--- config.mk ---
export PLATFORM = sky130hd
export DESIGN_NAME = icache_refill_responder_flat
export DESIGN_NICKNAME = d
export VERILOG_FILES = /design/src/rtl/icache_refill_responder_if.sv /design/src/rtl/icache_refill_responder.sv /design/src/flat_wrapper.sv
export SDC_FILE = /design/constraint.sdc
export NUM_CORES = 1
export LEC_CHECK = 0
export ABC_AREA = 1
export BUFFER_PORTS_ARGS = -buffer_cell sky130_fd_sc_hd__buf_2
export CORE_ASPECT_RATIO = 1.75
export CORE_UTILIZATION = 25
export DETAILED_ROUTE_END_ITERATION = 7
export SYNTH_ARGS = -nofsm -noshare
export SYNTH_HDL_FRONTEND = slang
export SYNTH_SLANG_ARGS = --single-unit
--- constraint.sdc ---
create_clock -name clk_i -period 6.6 [get_ports clk_i]
set_input_delay 0.99 -clock clk_i [delete_from_list [all_inputs] [get_ports clk_i]]
set_output_delay 0.99 -clock clk_i [all_outputs]
set_load 0.02 [all_outputs]
--- src/rtl/icache_refill_responder_if.sv ---
`timescale 1ns/1ps
`default_nettype none
// ============================================================================
// Module  : icache_refill_responder_if
// Purpose : Request, response and memory-port bundle of the icache refill responder.
// Revision: 1.0 - initial release
// ============================================================================
interface icache_refill_responder_if #(
    parameter int XLEN       = 32,
    parameter int LINE_WIDTH = 256
);
    logic                  req_valid_i;
    logic                  req_ready_o;
    logic [XLEN-1:0]       req_addr_i;
    logic                  rsp_valid_o;
    logic                  rsp_ready_i;
    logic [XLEN-1:0]       rsp_addr_o;
    logic [LINE_WIDTH-1:0] rsp_data_o;
    logic                  rsp_err_o;
    logic                  flush_i;
    logic                  mem_req_valid_o;
    logic                  mem_req_ready_i;
    logic [XLEN-1:0]       mem_req_addr_o;
    logic                  mem_rsp_valid_i;
    logic [XLEN-1:0]       mem_rsp_data_i;
    logic                  mem_rsp_err_i;

    // Responder side
    modport slave (
        input  req_valid_i, req_addr_i, rsp_ready_i, flush_i,
               mem_req_ready_i, mem_rsp_valid_i, mem_rsp_data_i, mem_rsp_err_i,
        output req_ready_o, rsp_valid_o, rsp_addr_o, rsp_data_o, rsp_err_o,
               mem_req_valid_o, mem_req_addr_o
    );

    // Icache / memory side
    modport master (
        output req_valid_i, req_addr_i, rsp_ready_i, flush_i,
               mem_req_ready_i, mem_rsp_valid_i, mem_rsp_data_i, mem_rsp_err_i,
        input  req_ready_o, rsp_valid_o, rsp_addr_o, rsp_data_o, rsp_err_o,
               mem_req_valid_o, mem_req_addr_o
    );
endinterface
`default_nettype wire

--- src/rtl/icache_refill_responder.sv ---
`timescale 1ns/1ps
`default_nettype none
// ============================================================================
// Module  : icache_refill_responder
// Purpose : Turns one icache line miss into word reads and returns the full line.
//           Define ICACHE_REFILL_CWF_EN for critical-word-first read order.
// Revision: 1.0 - initial release
// ============================================================================
module icache_refill_responder #(
    parameter int XLEN            = 32,
    parameter int LINE_WIDTH      = 256,
    parameter int MAX_OUTSTANDING = 4
) (
    input logic                      clk_i,
    input logic                      rst_ni,
    icache_refill_responder_if.slave bus
);
    localparam int WORDS  = LINE_WIDTH / XLEN;
    localparam int OFF_W  = $clog2(LINE_WIDTH / 8);
    localparam int BYTE_W = $clog2(XLEN / 8);
    localparam int IDX_W  = $clog2(WORDS);
    localparam int CNT_W  = IDX_W + 1;
    localparam int OUT_W  = $clog2(MAX_OUTSTANDING + 1);
    localparam int TAG_W  = XLEN - OFF_W;

    typedef enum logic [1:0] {
        IDLE  = 2'd0,
        FILL  = 2'd1,
        DRAIN = 2'd2,
        RESP  = 2'd3
    } state_t;

    state_t                state, state_next;
    logic [TAG_W-1:0]      base_tag;
    logic [CNT_W-1:0]      issue_cnt, rx_cnt;
    logic [OUT_W-1:0]      outstanding, outstanding_next;
    logic [LINE_WIDTH-1:0] line;
    logic                  err;
    logic [IDX_W-1:0]      issue_idx, rx_idx;
    logic                  accept, issue_en, issue_fire, rsp_fire, last_beat;
    logic                  req_ready, rsp_valid;
    logic                  unused_addr_low;

`ifdef ICACHE_REFILL_CWF_EN
    logic [IDX_W-1:0] start_idx;
    // Modulo-WORDS wrap falls out of the IDX_W-bit addition
    assign issue_idx = start_idx + issue_cnt[IDX_W-1:0];
    assign rx_idx    = start_idx + rx_cnt[IDX_W-1:0];
`else
    assign issue_idx = issue_cnt[IDX_W-1:0];
    assign rx_idx    = rx_cnt[IDX_W-1:0];
`endif

    assign unused_addr_low = ^bus.req_addr_i[OFF_W-1:0];

    assign accept     = (state == IDLE) && bus.req_valid_i;
    assign issue_en   = (state == FILL) && !bus.flush_i &&
                        (issue_cnt < CNT_W'(WORDS)) &&
                        (outstanding < OUT_W'(MAX_OUTSTANDING));
    assign issue_fire = issue_en && bus.mem_req_ready_i;
    assign rsp_fire   = bus.mem_rsp_valid_i && ((state == FILL) || (state == DRAIN));
    assign last_beat  = rsp_fire && (rx_cnt == CNT_W'(WORDS - 1));
    assign outstanding_next = outstanding + OUT_W'(issue_fire) - OUT_W'(rsp_fire);

    always_ff @(posedge clk_i or negedge rst_ni) begin
        if (!rst_ni) begin
            state <= IDLE;
        end else begin
            state <= state_next;
        end
    end

    always_comb begin
        state_next = state;
        req_ready  = 1'b0;
        rsp_valid  = 1'b0;
        case (state)
            IDLE: begin
                req_ready = 1'b1;
                if (bus.req_valid_i) state_next = FILL;
            end
            FILL: begin
                if (bus.flush_i) begin
                    state_next = (outstanding_next == '0) ? IDLE : DRAIN;
                end else if (last_beat) begin
                    state_next = RESP;
                end
            end
            DRAIN: begin
                if (outstanding_next == '0) state_next = IDLE;
            end
            RESP: begin
                rsp_valid = 1'b1;
                if (bus.flush_i || bus.rsp_ready_i) state_next = IDLE;
            end
            default: state_next = IDLE;
        endcase
    end

    always_ff @(posedge clk_i or negedge rst_ni) begin
        if (!rst_ni) begin
            base_tag    <= '0;
            issue_cnt   <= '0;
            rx_cnt      <= '0;
            outstanding <= '0;
            line        <= '0;
            err         <= 1'b0;
`ifdef ICACHE_REFILL_CWF_EN
            start_idx   <= '0;
`endif
        end else if (accept) begin
            base_tag    <= bus.req_addr_i[XLEN-1:OFF_W];
            issue_cnt   <= '0;
            rx_cnt      <= '0;
            outstanding <= '0;
            err         <= 1'b0;
`ifdef ICACHE_REFILL_CWF_EN
            start_idx   <= bus.req_addr_i[OFF_W-1:BYTE_W];
`endif
        end else begin
            outstanding <= outstanding_next;
            if (issue_fire) issue_cnt <= issue_cnt + CNT_W'(1);
            // Beats returning in DRAIN belong to a flushed line and are dropped
            if (rsp_fire && (state == FILL)) begin
                rx_cnt <= rx_cnt + CNT_W'(1);
                err    <= err | bus.mem_rsp_err_i;
                for (int k = 0; k < WORDS; k++) begin
                    if (rx_idx == IDX_W'(k)) line[k*XLEN +: XLEN] <= bus.mem_rsp_data_i;
                end
            end
        end
    end

    assign bus.req_ready_o     = req_ready;
    assign bus.rsp_valid_o     = rsp_valid;
    assign bus.rsp_addr_o      = {base_tag, {OFF_W{1'b0}}};
    assign bus.rsp_data_o      = line;
    assign bus.rsp_err_o       = err;
    assign bus.mem_req_valid_o = issue_en;
    assign bus.mem_req_addr_o  = {base_tag, issue_idx, {BYTE_W{1'b0}}};

`ifndef SYNTHESIS
    stray_mem_rsp: assert property (@(posedge clk_i) disable iff (!rst_ni)
        bus.mem_rsp_valid_i |-> ((state == FILL) || (state == DRAIN)));
`endif
endmodule
`default_nettype wire

--- src/flat_wrapper.sv ---
// flat-port wrapper written by rule: the top's interface ports become plain ports
module icache_refill_responder_flat 
#(
    parameter int XLEN            = 32,
    parameter int LINE_WIDTH      = 256,
    parameter int MAX_OUTSTANDING = 4
)
  (clk_i, rst_ni, bus_req_valid_i, bus_req_addr_i, bus_rsp_ready_i, bus_flush_i, bus_mem_req_ready_i, bus_mem_rsp_valid_i, bus_mem_rsp_data_i, bus_mem_rsp_err_i, bus_req_ready_o, bus_rsp_valid_o, bus_rsp_addr_o, bus_rsp_data_o, bus_rsp_err_o, bus_mem_req_valid_o, bus_mem_req_addr_o);
  icache_refill_responder_if #(.XLEN(XLEN), .LINE_WIDTH(LINE_WIDTH)) bus_i ();
  input logic clk_i;
  input logic rst_ni;
  input wire logic [$bits(bus_i.req_valid_i)-1:0] bus_req_valid_i;
  input wire logic [$bits(bus_i.req_addr_i)-1:0] bus_req_addr_i;
  input wire logic [$bits(bus_i.rsp_ready_i)-1:0] bus_rsp_ready_i;
  input wire logic [$bits(bus_i.flush_i)-1:0] bus_flush_i;
  input wire logic [$bits(bus_i.mem_req_ready_i)-1:0] bus_mem_req_ready_i;
  input wire logic [$bits(bus_i.mem_rsp_valid_i)-1:0] bus_mem_rsp_valid_i;
  input wire logic [$bits(bus_i.mem_rsp_data_i)-1:0] bus_mem_rsp_data_i;
  input wire logic [$bits(bus_i.mem_rsp_err_i)-1:0] bus_mem_rsp_err_i;
  output wire logic [$bits(bus_i.req_ready_o)-1:0] bus_req_ready_o;
  output wire logic [$bits(bus_i.rsp_valid_o)-1:0] bus_rsp_valid_o;
  output wire logic [$bits(bus_i.rsp_addr_o)-1:0] bus_rsp_addr_o;
  output wire logic [$bits(bus_i.rsp_data_o)-1:0] bus_rsp_data_o;
  output wire logic [$bits(bus_i.rsp_err_o)-1:0] bus_rsp_err_o;
  output wire logic [$bits(bus_i.mem_req_valid_o)-1:0] bus_mem_req_valid_o;
  output wire logic [$bits(bus_i.mem_req_addr_o)-1:0] bus_mem_req_addr_o;
  assign bus_i.req_valid_i = bus_req_valid_i;
  assign bus_i.req_addr_i = bus_req_addr_i;
  assign bus_i.rsp_ready_i = bus_rsp_ready_i;
  assign bus_i.flush_i = bus_flush_i;
  assign bus_i.mem_req_ready_i = bus_mem_req_ready_i;
  assign bus_i.mem_rsp_valid_i = bus_mem_rsp_valid_i;
  assign bus_i.mem_rsp_data_i = bus_mem_rsp_data_i;
  assign bus_i.mem_rsp_err_i = bus_mem_rsp_err_i;
  assign bus_req_ready_o = bus_i.req_ready_o;
  assign bus_rsp_valid_o = bus_i.rsp_valid_o;
  assign bus_rsp_addr_o = bus_i.rsp_addr_o;
  assign bus_rsp_data_o = bus_i.rsp_data_o;
  assign bus_rsp_err_o = bus_i.rsp_err_o;
  assign bus_mem_req_valid_o = bus_i.mem_req_valid_o;
  assign bus_mem_req_addr_o = bus_i.mem_req_addr_o;
  icache_refill_responder #(.XLEN(XLEN), .LINE_WIDTH(LINE_WIDTH), .MAX_OUTSTANDING(MAX_OUTSTANDING)) u_core (.clk_i(clk_i), .rst_ni(rst_ni), .bus(bus_i));
endmodule
==> results of run 1 <==
## final timing paths
kind	slack, ns	to	depth (start not counted)
max in group asynchronous	4.82	u_core.issue_cnt[0]$_DFFE_PN0P_	2
max reg2reg	3.42	u_core.bus.rsp_data_o[184]$_DFFE_PN0P_	8
min	0.39	u_core.bus.rsp_data_o[47]$_DFFE_PN0P_	1
min reg2reg	0.48	u_core.bus.rsp_err_o$_DFFE_PN0P_	2
min in group clk_i	0.48	u_core.bus.rsp_err_o$_DFFE_PN0P_	2
max	3.42	u_core.bus.rsp_data_o[184]$_DFFE_PN0P_	8
## area by class of cell
cell class | instances | area [um2] | area share, %
clock buffer | 40 | 837.1 | 5.697
timing repair buffer | 385 | 1954 | 13.30
clock inverter | 11 | 193.9 | 1.320
multi-input combinational | 686 | 3319 | 22.59
tap | 583 | 729.5 | 4.964
inverter | 60 | 227.7 | 1.550
sequential | 297 | 7432 | 50.58
## per-stage QoR
stage / worst slack (ns) / cells / hold slack (ns) / cell area [um2]
6_report: 3.421 / 2062 / 0.3936 / 14690
2_1_floorplan: 3.959 / 1135 / 0.4563 / 11650
3_5_place_dp: 2.997 / 2011 / 0.4597 / 13660
5_1_grt: 3.088 / 2062 / 0.4165 / 14690
3_3_place_gp: 3.022 / 2011 / 0.4613 / 13660
4_1_cts: 3.353 / 2062 / 0.4015 / 14690
## cells by family (layout without fill, tap and decap cells)
kind of cell,Yosys count,in the layout,share of synthesized area (%)
AO/OA/AOI/OAI,268,268,12.63
XOR/XNOR,1,1,0.07533
other,1,7,0.03225
AND/OR/NAND/NOR,396,396,14.04
buffers and inverters,152,496,7.736
flip-flops,297,297,63.91
adder cells (fa/ha/maj),14,14,1.571
## where the power goes
part,switching (mW),total [mW],internal (mW)
Clock,0.742,1.82,1.08
Sequential,0.338,2.73,2.39
Combinational,1.74,2.54,0.794
Total,2.82,7.08,4.26
## registers in the layout, summed over array words and instances, names as in the netlist
signal                 cells
u_core.bus.rsp_err_o       1
u_core.rx_cnt              4
u_core.outstanding         3
u_core.bus.rsp_data_o    256
u_core.state               2
u_core.base_tag           27
u_core.issue_cnt           4
## placed cells by master, fill, tap and decap left out, types with 2 or more instances in the layout
cell type  netlist  final
a21oi_1          5      5
buf_2           30    382
bufinv_16        0      5
clkbuf_1         2      4
clkbuf_16        0     29
clkbuf_8         0      7
clkinv_2         0      4
conb_1           1      7
dfrtp_1        297    297
ha_1            13     13
inv_1           57     57
inv_2            2      2
nand2_1        358    358
nand2_4          7      7
nand3_1          7      7
nand3_4          2      2
nand4_1          2      2
nor2_1          11     11
nor2_4           5      5
o21ai_0         23     23
o21ai_1        205    205
o21ai_2         33     33
## per-layer routing
layer	vias to the layer above	track usage (%)
li1	4267	-
met5	-	0
met3	74	2.193
met4	0	7.018
met1	4363	16.82
met2	289	26.92
==> metrics.csv, run 1 <==
metric,value,unit
outcome,"finished, final reports clean",
Mapped Cells,1129,
crit-path cells,inv_1 > ha_1 > nand2_2 > inv_2 > nor2_4 > nand2_4 > nand2_1 > o21ai_2,
grt ovf,0,
Fin. Hold Viols,0,
Slowest cell on crit path,nand2_2,
Port Buffer Count,383,
Setup-failing EPs final,0,
Top Metal Used,met4,
Power Total,7.082,mW
fin util,31.99,%
Mean Syn Cell Area,10.30,um2
Worst-path clk slew,0.07,ns
pin count of the biggest net entering global routing,154,
number of synthesized register bits,297,
total number of vias,8993,
Synth top cells by count,"nand2_1 (358), dfrtp_1 (297), o21ai_1 (205), inv_1 (57), buf_4 (37)",
dpl hpwl,24510,um
Crit path required time,7.03,ns
first-pass GRT wire length,53250,um
post-layout min period,3.179,ns
sequential area share after synthesis,63.91,%
cts hold-fix bufs,0,
share of layout cells above drive strength 1,32.79,%
post-CTS setup repair buffer count,0,
setup TNS,0,ns
initial DRC count,631,
CTS resizes,0,
Final period util,48.17,%
Synth area leader,dfrtp_1,
DR WL met3,1867,um
RSZ-0062 raised after global routing,false,
area delta synth->final,26.36,%
Core ar.,45930,um2
area of the mapped netlist,11630,um2
WL met2,19130,um
pin slew with the least headroom to its limit,0.9370,ns
Starting Density,25.32,%
CTS tree,done,
overall die height,287.3,um
worst skew pair latency,0.57,ns
Routed WL per cell,17.61,um
Ant. Diodes,0,
"count leader, synth",nand2_1,
vias in the first global route,8709,
async set-or-reset flop fraction in the synthesized netlist,100.0,%
DRT Pass-1 Iters,5,
FMAX,0.3145,GHz
Buf/Inv on CP,2,
clock tree root driver cell,clkbuf_16,
Tot GR Track Use,14.88,%
Die W,165.0,um
Lkg Pwr,8.002,nW
slowest cell delay on critical path,0.61,ns
M1 WL,13770,um
clock skew,0.01558,ns
Slew Limit Fails,0,
nets@finish,1545,
CP startpoint kind,flip-flop,
GP Congestion,0.8437,
maximum clock path buffer count,3,
Hold Path Class,in2async,
Die ar.,47420,um2
synth top area cells,"dfrtp_1 (64%), nand2_1 (12%), o21ai_1 (8.8%), o21ai_2 (2.5%), buf_4 (2.4%)",
Routed Antenna Nets,0,
WS Path Type,reg2reg,
CTS HTree Levels,1,
"Warnings, synthesis",0,
Via density,4.361,
initial antenna violation count,0,
Crit. Startpoint,u_core.state[0]$_DFFE_PN0P_,
CP max FO,64,
number of synthesized flops with an enable pin,0,
Max-slew headroom,37.53,%
max cap viols,0,
WL final,36300,um
PwrDens,481.9,nW/um2
"CP delay by family, top",simple AND/OR/NAND/NOR gates,
top cell type's share of synthesized area,63.91,%
number of top-level pins,396,
CTS Sinks,297,
CTS Buf Count,29,
data arrival time of the critical path,3.61,ns
"Top FF cell, synth",dfrtp_1,
maximum vdd ir drop,0.2472,mV
reg2reg start,u_core.state[0]$_DFFE_PN0P_,
Rows,104,
crit end category,flip-flop,
Residual DRC,0,
post-synthesis cell type count,30,
Fillers,4826,
(Power assumes the default switching activity.)
==> run 2, diff against run 1 <==
==> constraint.sdc (replaced) <==
create_clock -name clk_i -period 3 [get_ports clk_i]
set_input_delay 0.45 -clock clk_i [delete_from_list [all_inputs] [get_ports clk_i]]
set_output_delay 0.45 -clock clk_i [all_outputs]
set_load 0.02 [all_outputs]
==> run 2 against run 1 <==
Net effect: global-route usage barely moved; sequential share of layout area fell by 0.056 points; critical endpoint is now u_core.state[1]$_DFFE_PN0P_; utilization barely moved; die area did not move; first-iteration DRC count fell by 16%; maximum frequency rose by 19%; register-to-register slack got worse by 3.1 ns; worst setup slack got worse by 3.1 ns; flip-flop and latch count did not move; design area rose by 0.11%; combinational power rose by 120%.
==> metrics.csv, run 2 (synthesized netlist as in run 1, its figures left out) <==
metric,value,unit
Max-slew headroom,41.34,%
Crit. Startpoint,u_core.state[1]$_DFFE_PN0P_,
first-pass GRT wire length,53240,um
most frequent cells in the layout,"buf_2 (382), nand2_1 (358), dfrtp_1 (297)",
dpl hpwl,25360,um
data arrival time of the critical path,3.12,ns
Routed Antenna Nets,0,
WL final,36300,um
DRT Pass-1 Iters,4,
Starting Density,25.32,%
Hold Path Class,in2reg,
FF-to-FF setup slack,0.33,ns
worst flop-to-flop path endpoint,u_core.state[1]$_DFFE_PN0P_,
setup TNS,0,ns
share of layout cells above drive strength 1,33.33,%
CP startpoint kind,flip-flop,
WS Path Type,reg2reg,
slowest cell delay on critical path,0.42,ns
Routed WL per cell,17.50,um
area delta synth->final,26.50,%
CTS Sinks,297,
maximum vdd ir drop,0.5994,mV
cell count of the worst reg-to-reg path,19,
RSZ-0062 raised after global routing,false,
"most common cell after layout, fill and taps aside",buf_2,
hold path endpoint,u_core.base_tag[19]$_DFFE_PN0P_,
Fin. Hold Viols,0,
Hold Startpoint,bus_req_addr_i[24],
dpl cell area,13770,um2
pin count of the biggest net entering global routing,78,
grt ovf,0,
max FFs per register,256,
Lkg Pwr,8.018,nW
FMAX,0.3749,GHz
vias in the first global route,8675,
maximum clock path buffer count,3,
post-CTS setup repair buffer count,0,
Final period util,88.92,%
clock tree root driver cell,clkbuf_16,
Crit path required time,3.45,ns
Die W,165.0,um
Via density,4.324,
pin slew with the least headroom to its limit,0.8799,ns
Rows,104,
Slew Limit Fails,0,
"CP delay by family, top",simple AND/OR/NAND/NOR gates,
total number of vias,8969,
Post-Layout Inst Area,14710,um2
CTS HTree Levels,1,
CTS tree,done,
overall die height,287.3,um
initial antenna violation count,0,
Core ar.,45930,um2
number of top-level pins,396,
CP max FO,4,
Tot GR Track Use,14.93,%
Buf/Inv on CP,5,
worst skew pair latency,0.56,ns
outcome,"finished, final reports clean",
Residual DRC,0,
initial DRC count,533,
GP Congestion,0.8780,
CTS Buf Count,28,
Ant. Diodes,0,
PwrDens,1034,nW/um2
reg2reg start,u_core.state[1]$_DFFE_PN0P_,
Setup-failing EPs final,0,
Die ar.,47420,um2
max cap viols,0,
Hold Path Cell Cnt,3,
Crit path top cell by count,nand2_1,
post-layout min period,2.668,ns
Slowest cell on crit path,dfrtp_1,
crit end category,flip-flop,
Port Buffer Count,383,
nets@finish,1556,
crit-path cells,inv_1 > ha_1 > inv_1 > nor2_2 > nand4_2 > inv_1 > ha_1 > inv_1 > fa_1 > inv_1 > nand2_1 > nand2_1 > nand2_1 > nand2_1 > nand2_1 > nand2_1 > nand2_1 > nand2_1 > nand2_1,
Worst-path clk slew,0.07,ns
clock skew,0.007493,ns
-- run 2: changes by cell type in the layout (fill, tap and decap cells not counted) --
cell / change
bufinv_16: -4
clkbuf_1: -1
dlygate4sd3_1: +1
clkinvlp_4: +2
buf_12: +2
clkinv_8: -1
clkinv_2: +3
buf_4: +9
inv_6: +1
-- run 2: stage by stage --
stage                     worst slack, ns  util (%)  power (mW)  cells  hold slack (ns)
after floorplan                    0.6229         -       9.712   1135           0.1544
after global placement             0.3892     29.98       11.61   2022           0.4617
after detailed placement           0.3452     29.98       11.75   2022           0.4635
after CTS                          0.3337     32.03       15.41   2074          0.05019
after global routing              0.05770     32.03       16.13   2074          0.05800
final                              0.3325     32.03       15.21   2074          0.08338
-- run 2: worst min-delay path, cell delays in order --
cell and delay, ns:
buf_2 0.07, nand2_1 0.04, nand2_1 0.05
-- run 2: how the worst max path moves through the flow --
stage,to,slack (ns),depth (start not counted)
after detailed placement,u_core.state[0]$_DFFE_PN0P_,0.35,19
after floorplan,u_core.state[1]$_DFFE_PN0P_,0.62,19
after global routing,u_core.state[1]$_DFFE_PN0P_,0.06,19
after global placement,u_core.state[1]$_DFFE_PN0P_,0.39,19
after CTS,u_core.state[0]$_DFFE_PN0P_,0.33,19
final,u_core.state[1]$_DFFE_PN0P_,0.33,19
-- run 2: final cells by class --
type	count	area, um2
multi-input combinational	686	3319
sequential	297	7432
fill	4780	31220
tap	583	729.5
inverter	60	227.7
timing repair buffer	397	2072
clock buffer	39	833.3
clock inverter	12	96.34
-- run 2: metal layers --
layer / track usage [%] / up-vias / wire, um
li1: - / 4289 / -
met1: 17.24 / 4345 / 13980
met2: 27.05 / 272 / 19270
met3: 2.078 / 63 / 1677
met4: 6.239 / 0 / 1370
met5: 0 / - / 0
-- run 2: timing repair --
action                                 in CTS  in global routing
gates resized for setup                     0                  0
hold buffers                                1                  0
endpoints found under the hold margin      69                  0
-- run 2: report_power, final --
part	switching, mW	internal [mW]
clock network	1.57	2.02
registers	0.767	5.26
logic	3.83	1.77
==> run 3, diff against run 2 <==
--- a/config.mk
+++ b/config.mk
@@ -8,8 +8,9 @@
 export ABC_AREA = 1
 export BUFFER_PORTS_ARGS = -buffer_cell sky130_fd_sc_hd__buf_2
 export CORE_ASPECT_RATIO = 1.75
-export CORE_UTILIZATION = 25
+export CORE_UTILIZATION = 50
 export DETAILED_ROUTE_END_ITERATION = 7
+export PLACE_DENSITY = 0.8
 export SYNTH_ARGS = -nofsm -noshare
 export SYNTH_HDL_FRONTEND = slang
 export SYNTH_SLANG_ARGS = --single-unit
==> run 3 against run 2 <==
Net effect: first-iteration DRC count is 14% higher; maximum frequency is 0.26% lower; non-clock buffer count is 6 lower; combinational power is 0.7% lower; sequential share of layout area is 1.6 points higher; worst hold slack better by 0.028 ns; count of clock-buffer cells in the layout is 7 lower; utilization is 31 points higher; wire length is 16% lower; worst setup slack worse by 0.0069 ns; cell count is 14% lower; clock skew is 0.017 ns higher; largest power group unchanged.
==> metrics.csv, run 3 (synthesized netlist as in run 1, its figures left out) <==
metric,value,unit
dpl hpwl,20920,um
data arrival time of the critical path,3.10,ns
post-CTS setup repair buffer count,0,
max cap viols,0,
pin count of the biggest net entering global routing,94,
PwrDens,1047,nW/um2
clock tree root driver cell,clkbuf_16,
CP startpoint kind,flip-flop,
Crit path required time,3.42,ns
Final period util,89.15,%
outcome,"finished, final reports clean",
setup TNS,0,ns
FMAX,0.3739,GHz
number of top-level pins,396,
cts hold-fix bufs,1,
first-pass GRT wire length,46580,um
overall die height,203.7,um
dpl cell area,13370,um2
final std cells w/o fill,1781,
Setup-failing EPs final,0,
clock skew,0.02407,ns
Worst-path clk slew,0.07,ns
most frequent cells in the layout,"buf_2 (382), nand2_1 (358), dfrtp_1 (297)",
Routed WL per cell,17.21,um
crit end category,flip-flop,
WS Path Type,reg2reg,
Max-slew headroom,46.77,%
Rows,73,
Ant. Diodes,0,
Residual DRC,0,
Core ar.,22740,um2
CTS tree,done,
Crit path top cell by count,nand2_1,
Via density,5.161,
initial antenna violation count,0,
share of layout cells above drive strength 1,33.02,%
CTS Buf Count,26,
maximum clock path buffer count,3,
CTS HTree Levels,1,
vias in the first global route,8884,
Die W,117.3,um
Tot GR Track Use,25.59,%
Lkg Pwr,7.962,nW
WL final,30660,um
"most common cell after layout, fill and taps aside",buf_2,
Port Buffer Count,383,
initial DRC count,606,
Fin. Hold Viols,0,
Routed Antenna Nets,0,
CP max FO,4,
Post-Layout Inst Area,14250,um2
pin slew with the least headroom to its limit,0.7977,ns
CTS resizes,0,
maximum vdd ir drop,0.8822,mV
cell total after placement,1733,
fin util,62.65,%
total number of vias,9191,
worst skew pair latency,0.54,ns
Hold Path Class,in2reg,
CTS Sinks,297,
GP Congestion,0.8409,
nets@finish,1548,
post-layout min period,2.674,ns
DRT Pass-1 Iters,5,
crit-path cells,inv_1 > ha_1 > inv_1 > nor2_2 > nand4_2 > inv_1 > ha_1 > inv_1 > fa_1 > inv_1 > nand2_1 > nand2_1 > nand2_1 > nand2_1 > nand2_1 > nand2_1 > nand2_1 > nand2_1 > nand2_1,
Die ar.,23890,um2
Slew Limit Fails,0,
area delta synth->final,22.53,%
RSZ-0062 raised after global routing,false,
grt ovf,0,
Starting Density,51.13,%
slowest cell delay on critical path,0.41,ns
max FFs per register,256,
Slowest cell on crit path,dfrtp_1,
==> run 3: final timing paths <==
path | to | slack (ns) | start | cells past startpoint
worst min-delay path | u_core.base_tag[0]$_DFFE_PN0P_ | 0.11 | bus_req_addr_i[5] | 3
worst max-delay path | u_core.state[1]$_DFFE_PN0P_ | 0.33 | u_core.state[1]$_DFFE_PN0P_ | 19
worst max register to register | u_core.state[1]$_DFFE_PN0P_ | 0.33 | u_core.state[1]$_DFFE_PN0P_ | 19
min in group asynchronous | u_core.bus.rsp_data_o[25]$_DFFE_PN0P_ | 0.51 | rst_ni | 2
worst min register to register | u_core.bus.rsp_data_o[157]$_DFFE_PN0P_ | 0.48 | u_core.bus.rsp_data_o[157]$_DFFE_PN0P_ | 2
max in group asynchronous | u_core.bus.rsp_data_o[38]$_DFFE_PN0P_ | 1.57 | rst_ni | 3
==> run 3: metrics by stage <==
step / hold WS [ns] / worst slack, ns / power [mW]
after floorplan: 0.1544 / 0.6229 / 9.712
after global placement: 0.4607 / 0.4215 / 11.41
after detailed placement: 0.4619 / 0.3476 / 11.61
after CTS: 0.09278 / 0.3307 / 15.02
after global routing: 0.1065 / 0.02319 / 15.76
final: 0.1113 / 0.3256 / 14.92
==> run 3: report_power, final <==
| part | leakage, nW | switching [mW] | total, mW | internal (mW) |
|---|---|---|---|---|
| sequential | 3.94 | 0.737 | 5.99 | 5.25 |
| clock | 0.428 | 1.48 | 3.37 | 1.89 |
| combinational | 3.59 | 3.80 | 5.56 | 1.76 |
| total | 7.96 | 6.01 | 14.9 | 8.91 |
==> run 3: metal layers <==
metal	share of wire [%]	track usage (%)	vias to the layer above
met5	0	0	-
met4	4.8	13.16	0
met3	5.9	3.982	91
met2	50	44.08	361
met1	39	30.40	4471
li1	-	-	4268
==> run 3: cell type report <==
cell class | count | area (um2)
fillers | 1798 | 8494
inverters | 60 | 227.7
multi-input cells | 686 | 3319
clock buffers | 32 | 723.2
well taps | 300 | 375.4
clock inverters | 15 | 143.9
flip-flops and latches | 297 | 7432
repair buffers | 391 | 2027
==> run 3: worst max-delay path: cells and delay by family, from the launching register on <==
kind	cells	cell delay, ns
and+or+nand+nor	11	0.90
adders and majority gates	3	0.81
buffers and inverters	5	0.43
DFF	1	0.41
